==> config.mk <==
export PLATFORM = sky130hd
export DESIGN_NAME = ram_param_flat
export DESIGN_NICKNAME = d
export VERILOG_FILES = /design/src/rtl/ram_param_pkg.sv /design/src/rtl/ram_param_if.sv /design/src/rtl/ram_param_clear_seq.sv /design/src/rtl/ram_param.sv /design/src/flat_wrapper.sv
export SDC_FILE = /design/constraint.sdc
export NUM_CORES = 1
export LEC_CHECK = 0
export BUFFER_PORTS_ARGS = -buffer_cell sky130_fd_sc_hd__buf_4
export CAP_MARGIN = 10
export CORE_MARGIN = 2
export CORE_UTILIZATION = 42
export DETAILED_ROUTE_END_ITERATION = 16
export PLACE_DENSITY = 0.63
export SYNTH_ARGS = -nofsm -noshare
export SYNTH_HDL_FRONTEND = slang
export SYNTH_HIERARCHICAL = 1
export SYNTH_SLANG_ARGS = --single-unit
export TNS_END_PERCENT = 20
==> constraint.sdc <==
create_clock -name clk -period 4.05 [get_ports clk]
set_input_delay 0.81 -clock clk [delete_from_list [all_inputs] [get_ports clk]]
set_output_delay 0.81 -clock clk [all_outputs]
set_load 0.02 [all_outputs]
==> src/rtl/ram_param_pkg.sv <==
`default_nettype none
// ============================================================================
//  Module   : ram_pkg (package)
//  Purpose  : Shared types and helpers for the parametrised register RAM.
//             Holds the clear-sequencer state encoding and a ceil(log2)
//             helper usable by tools that lack $clog2.
//  Revision : 1.0 - initial release
// ============================================================================
package ram_pkg;

    // Clear sequencer states; explicit 1-bit encoding.
    typedef enum logic [0:0] {
        RAM_IDLE  = 1'b0,
        RAM_CLEAR = 1'b1
    } ram_state_t;

    // Ceiling log2. Returns the number of address bits for 'value' words.
    function automatic int clog2(input int value);
        int v;
        int result;
        v      = value - 1;
        result = 0;
        while (v > 0) begin
            result = result + 1;
            v      = v >> 1;
        end
        return result;
    endfunction

endpackage
`default_nettype wire

==> src/rtl/ram_param_if.sv <==
`default_nettype none
// ============================================================================
//  Module   : ram_param_if (interface)
//  Purpose  : Flat RAM access bus: write enable, address, write/read data,
//             plus bulk-clear request and busy/done status.
//  Ports    : master - drives load/addr/in/clear, observes out/busy/done
//             slave  - the RAM side
//  Revision : 1.0 - initial release
// ============================================================================
interface ram_param_if #(
    parameter int WIDTH = 16,
    parameter int DEPTH = 8
);
    import ram_pkg::*;

    localparam int AW = clog2(DEPTH);

    logic             load;
    logic [AW-1:0]    addr;
    logic [WIDTH-1:0] in;
    logic [WIDTH-1:0] out;
    logic             clear;
    logic             busy;
    logic             done;

    modport master (
        output load, addr, in, clear,
        input  out, busy, done
    );

    modport slave (
        input  load, addr, in, clear,
        output out, busy, done
    );

endinterface
`default_nettype wire

==> src/rtl/ram_param_clear_seq.sv <==
`default_nettype none
// ============================================================================
//  Module   : ram_clear_seq
//  Purpose  : Bulk-clear sequencer. On a clear request in IDLE it sweeps a
//             pointer over every word (one per cycle), issuing a zero write
//             to each, then returns to IDLE with a one-cycle done pulse.
//  Ports    : clk, reset (async, active-high), clear (request in),
//             busy, done (status out), clr_we/clr_addr (zero-write strobe)
//  Revision : 1.0 - initial release
// ============================================================================
module ram_clear_seq
    import ram_pkg::*;
#(
    parameter int DEPTH = 8,
    parameter int AW    = clog2(DEPTH)
) (
    input  wire logic          clk,
    input  wire logic          reset,
    input  wire logic          clear,
    output logic               busy,
    output logic               done,
    output logic               clr_we,
    output logic [AW-1:0]      clr_addr
);

    localparam logic [AW-1:0] c_LAST = AW'(DEPTH - 1);

    ram_state_t      r_state;
    logic [AW-1:0]   r_ptr;
    logic            r_busy;
    logic            r_done;

    // Single FSM block; busy and done are registered alongside the state so
    // that busy rises the cycle after clear is sampled and done lands on the
    // first idle cycle. A clear arriving in CLEAR is simply not looked at.
    always_ff @(posedge clk or posedge reset) begin
        if (reset) begin
            r_state <= RAM_IDLE;
            r_ptr   <= '0;
            r_busy  <= 1'b0;
            r_done  <= 1'b0;
        end else begin
            case (r_state)
                RAM_IDLE: begin
                    r_done <= 1'b0;
                    if (clear) begin
                        r_state <= RAM_CLEAR;
                        r_ptr   <= '0;
                        r_busy  <= 1'b1;
                    end
                end
                RAM_CLEAR: begin
                    // Terminal compare on DEPTH-1 keeps ptr inside the array
                    // for any depth, power of two or not.
                    if (r_ptr == c_LAST) begin
                        r_state <= RAM_IDLE;
                        r_ptr   <= '0;
                        r_busy  <= 1'b0;
                        r_done  <= 1'b1;
                    end else begin
                        r_ptr   <= r_ptr + AW'(1);
                    end
                end
                default: begin
                    r_state <= RAM_IDLE;
                    r_ptr   <= '0;
                    r_busy  <= 1'b0;
                    r_done  <= 1'b0;
                end
            endcase
        end
    end

    assign busy     = r_busy;
    assign done     = r_done;
    assign clr_we   = r_busy;
    assign clr_addr = r_ptr;

endmodule
`default_nettype wire

==> src/rtl/ram_param.sv <==
`default_nettype none
// ============================================================================
//  Module   : ram_param
//  Purpose  : Parametrised WIDTH x DEPTH register RAM with combinational
//             read, single-port synchronous write and a hardware bulk clear.
//             Out-of-range addresses read 0 and ignore writes.
//  Ports    : clk, reset (async, active-high), bus (ram_param_if.slave:
//             load, addr, in, out, clear, busy, done)
//  Revision : 1.0 - initial release
// ============================================================================
module ram_param
    import ram_pkg::*;
#(
    parameter int WIDTH = 16,
    parameter int DEPTH = 8
) (
    input  wire logic     clk,
    input  wire logic     reset,
    ram_param_if.slave    bus
);

    localparam int AW = clog2(DEPTH);

    logic [WIDTH-1:0] r_mem [DEPTH];

    logic             w_busy;
    logic             w_done;
    logic             w_clr_we;
    logic [AW-1:0]    w_clr_addr;
    logic [WIDTH-1:0] w_wdata;
    logic [WIDTH-1:0] w_out;

    ram_clear_seq #(
        .DEPTH (DEPTH),
        .AW    (AW)
    ) u_clear_seq (
        .clk      (clk),
        .reset    (reset),
        .clear    (bus.clear),
        .busy     (w_busy),
        .done     (w_done),
        .clr_we   (w_clr_we),
        .clr_addr (w_clr_addr)
    );

    // The sweep owns the write port while busy, so its zero data wins.
    assign w_wdata = w_clr_we ? '0 : bus.in;

    for (genvar i = 0; i < DEPTH; i++) begin : g_word
        localparam logic [AW-1:0] c_IDX = AW'(i);
        logic w_we;

        // Host writes are blocked while busy; an address >= DEPTH decodes to
        // no word at all, so it is dropped without extra logic.
        assign w_we = (w_clr_we && (w_clr_addr == c_IDX)) ||
                      (bus.load && !w_busy && (bus.addr == c_IDX));

        always_ff @(posedge clk or posedge reset) begin
            if (reset) begin
                r_mem[i] <= '0;
            end else if (w_we) begin
                r_mem[i] <= w_wdata;
            end
        end
    end

    // Address-decoded read mux; unmatched (out-of-range) addresses give 0.
    always_comb begin
        w_out = '0;
        for (int i = 0; i < DEPTH; i++) begin
            if (bus.addr == AW'(i)) begin
                w_out = r_mem[i];
            end
        end
    end

    assign bus.out  = w_out;
    assign bus.busy = w_busy;
    assign bus.done = w_done;

endmodule
`default_nettype wire

==> src/flat_wrapper.sv <==
// flat-port wrapper written by rule: the top's interface ports become plain ports
module ram_param_flat import ram_pkg::*;
#(
    parameter int WIDTH = 16,
    parameter int DEPTH = 8
)
  (clk, reset, bus_load, bus_addr, bus_in, bus_clear, bus_out, bus_busy, bus_done);
  ram_param_if #(.WIDTH(WIDTH), .DEPTH(DEPTH)) bus_i ();
  input  wire logic clk;
  input  wire logic reset;
  input wire logic [$bits(bus_i.load)-1:0] bus_load;
  input wire logic [$bits(bus_i.addr)-1:0] bus_addr;
  input wire logic [$bits(bus_i.in)-1:0] bus_in;
  input wire logic [$bits(bus_i.clear)-1:0] bus_clear;
  output wire logic [$bits(bus_i.out)-1:0] bus_out;
  output wire logic [$bits(bus_i.busy)-1:0] bus_busy;
  output wire logic [$bits(bus_i.done)-1:0] bus_done;
  assign bus_i.load = bus_load;
  assign bus_i.addr = bus_addr;
  assign bus_i.in = bus_in;
  assign bus_i.clear = bus_clear;
  assign bus_out = bus_i.out;
  assign bus_busy = bus_i.busy;
  assign bus_done = bus_i.done;
  ram_param #(.WIDTH(WIDTH), .DEPTH(DEPTH)) u_core (.clk(clk), .reset(reset), .bus(bus_i));
endmodule
-- Yosys cells after proc, flatten, opt, wreduce, memory -nomap -nowiden
Index checks and enable logic that the tools add are counted.
- flip-flop bits (word level): 134
- word-level logic and storage cells: 79
- $add $sub $neg: 1
- eq/ne operators: 16
- multiplexer cells: 20
- bitwise logic cells: 1
- reduce and logical (&&, ||, !) cells: 29
- operators by type and width (operator ; number):
    $mux 16 ; 9
    $eq 3x3->1 const B ; 8
    $logic_and 1x1->1 ; 17
    $eq 3x2->1 const B ; 4
    $logic_or 1x1->1 ; 8
    $eq 3x1->1 const B ; 2
    $logic_not 3->1 ; 2
    $mux 3 ; 2
    $pmux 1 s2 ; 3
    $pmux 3 s2 ; 1
    $mux 1 ; 5
    $add 3x1->3 const B ; 1
    $ne 2x1->1 const B ; 1
    $ne 2x2->1 const B ; 1
    $reduce_and 2->1 ; 1
    $logic_not 1->1 ; 1
    $not 1->1 ; 1

-- Longest topological paths before layout
Gate-level depths: netlist (run 1).
- depth after elaboration: 9
- depth in mapped cells: 6

-- Cells and area by module
The synthesis (run 1) kept the hierarchy.
- by module, submodules not included (module ; instances ; cells an instance ; area an instance (sq um) ; seq. area each (sq um)):
    ram_param ; 1 ; 428 ; 6198.4 ; 3203.1
    ram_clear_seq ; 1 ; 26 ; 289.0 ; 150.1

-- Worst setup path after synthesis (run 1)
OpenSTA, ideal clock, no wires.
- path type: input to output
- start point: input port bus_addr[0]
- end point: output port bus_out[11]
- arrival time: 2.143 ns
- data required time: 3.240 ns
- path slack: 1.097 ns
- stages on the path: 6
- cell sequence: buf_2 buf_2 nor2_1 clkbuf_1 a22oi_1 a22oi_1
- word-level cells in the longest chain between the ends: 9
- ends and longest elaborated chain (element ; line ; source):
    start: declaration ; flat_wrapper.sv:12 ; input wire logic [$bits(bus_i.addr)-1:0] bus_addr;
    $logic_not 3->1 ; ram_param.sv:71 ; if (bus.addr == AW'(i)) begin
    $mux 16 (7 in a row) ; ram_param.sv:71 ;
    $mux 16 * ; ram_param.sv:71 ;
    end: declaration ; flat_wrapper.sv:15 ; output wire logic [$bits(bus_i.out)-1:0] bus_out;
Every way passes the cells marked *; elsewhere a longest branch is shown, timed or not.

-- Worst setup path after layout (run 1)
Ends and elaborated chain as after synthesis.

==> metrics.txt, run 1 <==
DR vias=about 3,900; Die ar.=0.0165 mm²; CTS tree=built; Tcrit/Tclk final=0.830; Tot Pwr=5.75 mW; compound-gate portion of the synthesized area=0.0839; Sw Ratio=0.296; RD Place Congestion=0.741; Avg Vias per Cell=between 5 and 6; met3 Use GR=0.0455; Synth Net Count=between 400 and 500; post-route setup TNS=0 ns; final non-filler cell total=a little under 700; reg2reg path depth=4; die extent in x=around 130 µm; P_int=4.05 mW; ANT cells=0; number of flops mapped to enable cells by yosys=0; crit path capture type=output pin; Comb pwr share=0.321; I/O Buffers=40; Root Buffer Master=clkbuf_16; grt met2 use=0.316; Worst Path Arrival=2.55 ns; synth top area cells=dfrtp_1, mux2_2, nor2b_1; status=finished, final reports clean; Bufs on Longest Clock Path=2; final setup vio count=0; clk slew on worst S/H paths=approximately 0.05 ns; cell area power density=around 760 mW/mm²; core area=roughly 0.015 mm²; most frequent cell after synthesis=dfrtp_1; critical path launch point type=input port; Placed Instances=roughly 660; Clock Latency Late Sink=0.42 ns; # DRC=0; Rel. slew slack=0.485; grt ovf=0; share of layout cells above drive strength 1=0.482; busiest grt layer=met2; yosys warns=6; proportion of synthesized area in mux cells=0.302; Post-CTS Hold Buffers=0; Die H=128 µm; Required @ worst endpoint=roughly 3.2 ns; Tmin final=between 3 and 4 ns; Post-Route WL=~14,000 µm; P_leak=between 3 and 4 nW; largest net degree at the start of global routing=about 130; met1 usage=0.248; main combinational cell family by area after synthesis=multiplexers; initial antenna violation count=0; post-detail-place hpwl=around 8700 µm; top cell type's share of synthesized area=0.517; antenna-violating nets left=0; first-pass GRT wire length=about 24,000 µm; Place WS=a little under 0.7 ns; final core utilization=0.501; final worst setup slack=approximately 0.69 ns; Synth Area in XOR/XNOR=0; Post-Synth Adder-Cell Area=0.00579; cell count after synthesis=454; first-pass iteration count of the detailed router=4; Cell variety after synth=43; fmax=approximately 300 MHz; FP Rows=45; Avg Cell Area, Syn=14.3 µm²; WL/cell=20.7 µm; final hold violations=0; Simple-Gate Fraction of Synth Area=0.0555; total CTS buffers=17; peak supply drop=0.000394 V; worst r2r src=u_core/u_clear_seq/busy; Switching Power=around 1.7 mW; Worst Clk Skew=~0.0076 ns; I/O Pins=41; #FFs+latches synth=~130; Max FO, Critical Path=29; Total GRT Usage=0.190; register area share after synthesis=0.517; initial core utilization=0.428; largest area contributor in the netlist=dfrtp_1; Final nets=521; dpl cell area=between 0.006 and 0.007 mm²; Clk pwr share=0.293; Detailed Route Iter0 Violations=213; Synth Flop Type=dfrtp_1; Slew Limit Fails=0; asr flop ratio synth=1.00; post-CTS setup buffers=0; post_cts resized=0; Synth-to-Final Area Change=17.0%; hold crit path type=input port to async pin; Fill cells=~1,300; number of global-route vias before repair=approximately 4,200; Sink Count=about 130; Reg power frac=0.386; flop-to-flop setup slack=~1.7 ns; Hold Slack=about 0.34 ns; MaxCap Viol Count=0; mapped cell area=~0.0065 mm²; commonest cells in the synthesized netlist=dfrtp_1, mux2_2, nor2b_1; Finished Cell Area=between 0.007 and 0.008 mm²; r2r endpoint=u_core/r_mem[63]; RSZ-0062 raised after global routing=false; Worst-Margin Slew=0.772 ns; # H-tree levels=4; CP Class=input port to output pin
## registers in the layout, summed over array words and instances (netlist names)
signal and count:
u_core/r_mem 128, u_core/u_clear_seq/clr_addr 3, u_core/u_clear_seq/r_state 1, u_core/u_clear_seq/done 1
u_core/u_clear_seq/busy 1
## routing by layer
layer	vias to the layer above	wire length, µm
met2	63	7320
met1	2069	6390
met4	0	193
met3	15	510
met5	-	0
li1	1777	-
## logic make-up after synthesis
| group | count (synthesis) |
|---|---|
| AOI/OAI and AO/OA | 63 |
| adders and majority gates | 3 |
| buffers and inverters | 38 |
| DFF | 134 |
| muxes | 164 |
| and+or+nand+nor | 52 |
## how the worst max path moves through the flow
stage / start / endpoint / slack [ns] / cells past startpoint
finish: bus_addr[0] / bus_out[11] / 0.69 / 5
global route: bus_addr[0] / bus_out[4] / 0.57 / 6
CTS: bus_addr[0] / bus_out[11] / 0.68 / 5
detailed placement: bus_addr[0] / bus_out[11] / 0.69 / 5
global placement: bus_addr[0] / bus_out[11] / 0.73 / 5
floorplan: bus_addr[0] / bus_out[11] / 1.10 / 6
## critical path, stage by stage
cell	delay (ns)
buf_4	0.38
nor2b_1	0.58
a221oi_1	0.16
a22oi_1	0.37
buf_4	0.21
## placed cells by master (no fill, tap or decap), drive strengths merged, types with 2 or more instances in the layout
cell,n
clkbuf,24
bufinv,5
a32oi,2
buf,55
a22o,12
ha,3
inv,4
nand4b,2
clkinv,3
nor3b,2
nand2b,3
o21ai,4
dfrtp,134
nand3b,2
a221oi,12
mux4,8
nand2,2
mux2i,12
nor2b,29
a22oi,23
mux2,144
nor2,6
a21oi,2
## power by group through the flow
stage / Sequential (mW) / Combinational, mW / Clock (mW)
global route: 2.29 / 2.00 / 1.78
finish: 2.22 / 1.85 / 1.69
detailed placement: 2.23 / 1.87 / 0
CTS: 2.21 / 1.87 / 1.72
global placement: 2.20 / 1.81 / 0
floorplan: 2.12 / 1.48 / 0
## final cells by class
cell class                 instances  area, µm²  area share
clock buffer                      24        482      0.0635
clock inverter                     8        169      0.0223
inverter                           5       22.5     0.00297
multi-input combinational        282       2900       0.382
sequential                       134       3350       0.442
tap                              188        235      0.0310
timing repair buffer              55        425      0.0561
Power figures use the tool's default switching activity.
==> run 2, diff against run 1 <==
- PLACE_DENSITY: 0.63 -> 0.61
- clock period: 4.05 -> 3.11 ns (I/O delays scaled with it)
==> run 2 against run 1 <==
Against the previous run: combinational power grew 30%; die area unchanged; non-clock buffer count up 12; critical path type unchanged; largest cell class unchanged.
==> metrics.txt, run 2 (same netlist as run 1, synthesis figures left out) <==
status=finished, final reports clean (unchanged); cell area power density=937 mW/mm² (was 758 mW/mm²); Slew Limit Fails=0 (unchanged); Die ar.=0.0165 mm² (unchanged); hold crit path type=input port to async pin (unchanged); crit path capture type=output pin (unchanged); Max FO, Critical Path=38 (was 29); RD Place Congestion=0.756 (was 0.741); final hold violations=0 (unchanged); P_leak=3.57 nW (was 3.56 nW); ANT cells=0 (unchanged); most common cell after layout, fill and taps aside=dfrtp_1 (unchanged); post-detail-place hpwl=9100 µm (was 8720 µm); grt ovf=0 (unchanged); Avg Vias per Cell=5.61 (was 5.64); # H-tree levels=4 (unchanged); number of global-route vias before repair=4,113 (was 4,231); first-pass iteration count of the detailed router=4 (unchanged); Tmin final=2.75 ns; Synth-to-Final Area Change=16.7% (was 17.0%); share of layout cells above drive strength 1=0.492 (was 0.482); DR vias=3,960 (was 3,924); Tot Pwr=7.10 mW (was 5.75 mW); Worst Path Arrival=2.13 ns (was 2.55 ns); largest net degree at the start of global routing=50 (was 129); first-pass GRT wire length=23,500 µm (about the same); MaxCap Viol Count=0 (unchanged); Total GRT Usage=0.191 (was 0.190); Post-Route WL=14,400 µm (about the same); Sink Count=134 (unchanged); Biggest register=u_core/r_mem (unchanged); post-route setup TNS=0 ns (unchanged); Final nets=533 (was 521); initial core utilization=0.428 (unchanged); reg2reg path depth=3 (was 4); WL/cell=20.4 µm (was 20.7 µm); most frequent cells in the layout=dfrtp_1, mux2_2, buf_4 (unchanged); flop-to-flop setup slack=0.81 ns (was 1.70 ns); post_cts resized=0 (unchanged); Bufs on Longest Clock Path=2 (unchanged); Root Buffer Master=clkbuf_16 (unchanged); Worst-Margin Slew=0.897 ns (was 0.772 ns); FP Rows=45 (unchanged); critical path launch point type=input port (unchanged); Required @ worst endpoint=2.49 ns (was 3.24 ns); clk slew on worst S/H paths=0.05 ns (about the same); Detailed Route Iter0 Violations=213 (unchanged); max reg flops=128 (unchanged); antenna-violating nets left=0 (unchanged); core area=0.0151 mm² (unchanged); Worst Clk Skew=0.00378 ns (was 0.00758 ns); initial antenna violation count=0 (unchanged); r2r endpoint=u_core/r_mem[66] (was u_core/r_mem[63]); final setup vio count=0 (unchanged); Die H=128 µm (unchanged); CP Class=input port to output pin (unchanged); RSZ-0062 raised after global routing=false (unchanged); Place WS=0.321 ns (was 0.691 ns); Rel. slew slack=0.402 (was 0.485); fmax=about 360 MHz; Clock Latency Late Sink=0.42 ns (about the same); Post-CTS Hold Buffers=0 (unchanged); total CTS buffers=17 (unchanged); I/O Buffers=40 (unchanged); # DRC=0 (unchanged); worst r2r src=u_core/u_clear_seq/busy (unchanged); post-CTS setup buffers=0 (unchanged); I/O Pins=41 (unchanged); peak supply drop=0.000441 V (was 0.000394 V); final worst setup slack=0.358 ns (was 0.689 ns); Tcrit/Tclk final=0.885; CTS tree=built (unchanged); die extent in x=128 µm (unchanged)
## run 2: worst max-delay path, stage by stage
cell and delay (ns):
buf_4 0.39, buf_4 0.28, mux2_2 0.35, a22oi_1 0.18, a22oi_1 0.12, buf_4 0.18
## run 2: metal layers
layer	global-route usage	wire, µm	vias up
met5	0	0	-
met4	0.0679	214	0
met3	0.0396	387	19
met2	0.313	7120	59
met1	0.252	6690	2081
li1	-	-	1801
## run 2: area by class of cell
class | instances | area [µm²]
clock buffer | 26 | 509
timing repair buffer | 67 | 528
inverter | 5 | 22.5
sequential | 134 | 3350
fill | 1322 | 7580
tap | 188 | 235
multi-input combinational | 282 | 2900
clock inverter | 4 | 20.0
## run 2: per-stage QoR
| stage | instances | util | instance area [µm²] | hold slack, ns |
|---|---|---|---|---|
| 6_report | 706 | 0.500 | 7570 | 0.143 |
| 3_3_place_gp | 676 | 0.465 | 7040 | 0.469 |
| 2_1_floorplan | 454 | - | 6490 | 0.413 |
| 5_1_grt | 706 | 0.500 | 7570 | 0.156 |
| 3_5_place_dp | 676 | 0.465 | 7040 | 0.480 |
| 4_1_cts | 706 | 0.500 | 7570 | 0.137 |
## run 2: where the power goes
part	internal, mW	switching (mW)
registers	2.45	0.442
logic	1.36	1.05
clock network	1.11	0.682
total	4.92	2.18
## run 2: how the worst max path moves through the flow
stage | start | end | slack, ns
2_1_floorplan | bus_addr[0] | bus_out[11] | 0.53
3_3_place_gp | bus_addr[1] | bus_out[11] | 0.35
3_5_place_dp | bus_addr[1] | bus_out[11] | 0.32
4_1_cts | bus_addr[1] | bus_out[11] | 0.32
5_1_grt | bus_addr[1] | bus_out[2] | 0.22
6_report | bus_addr[1] | bus_out[11] | 0.36
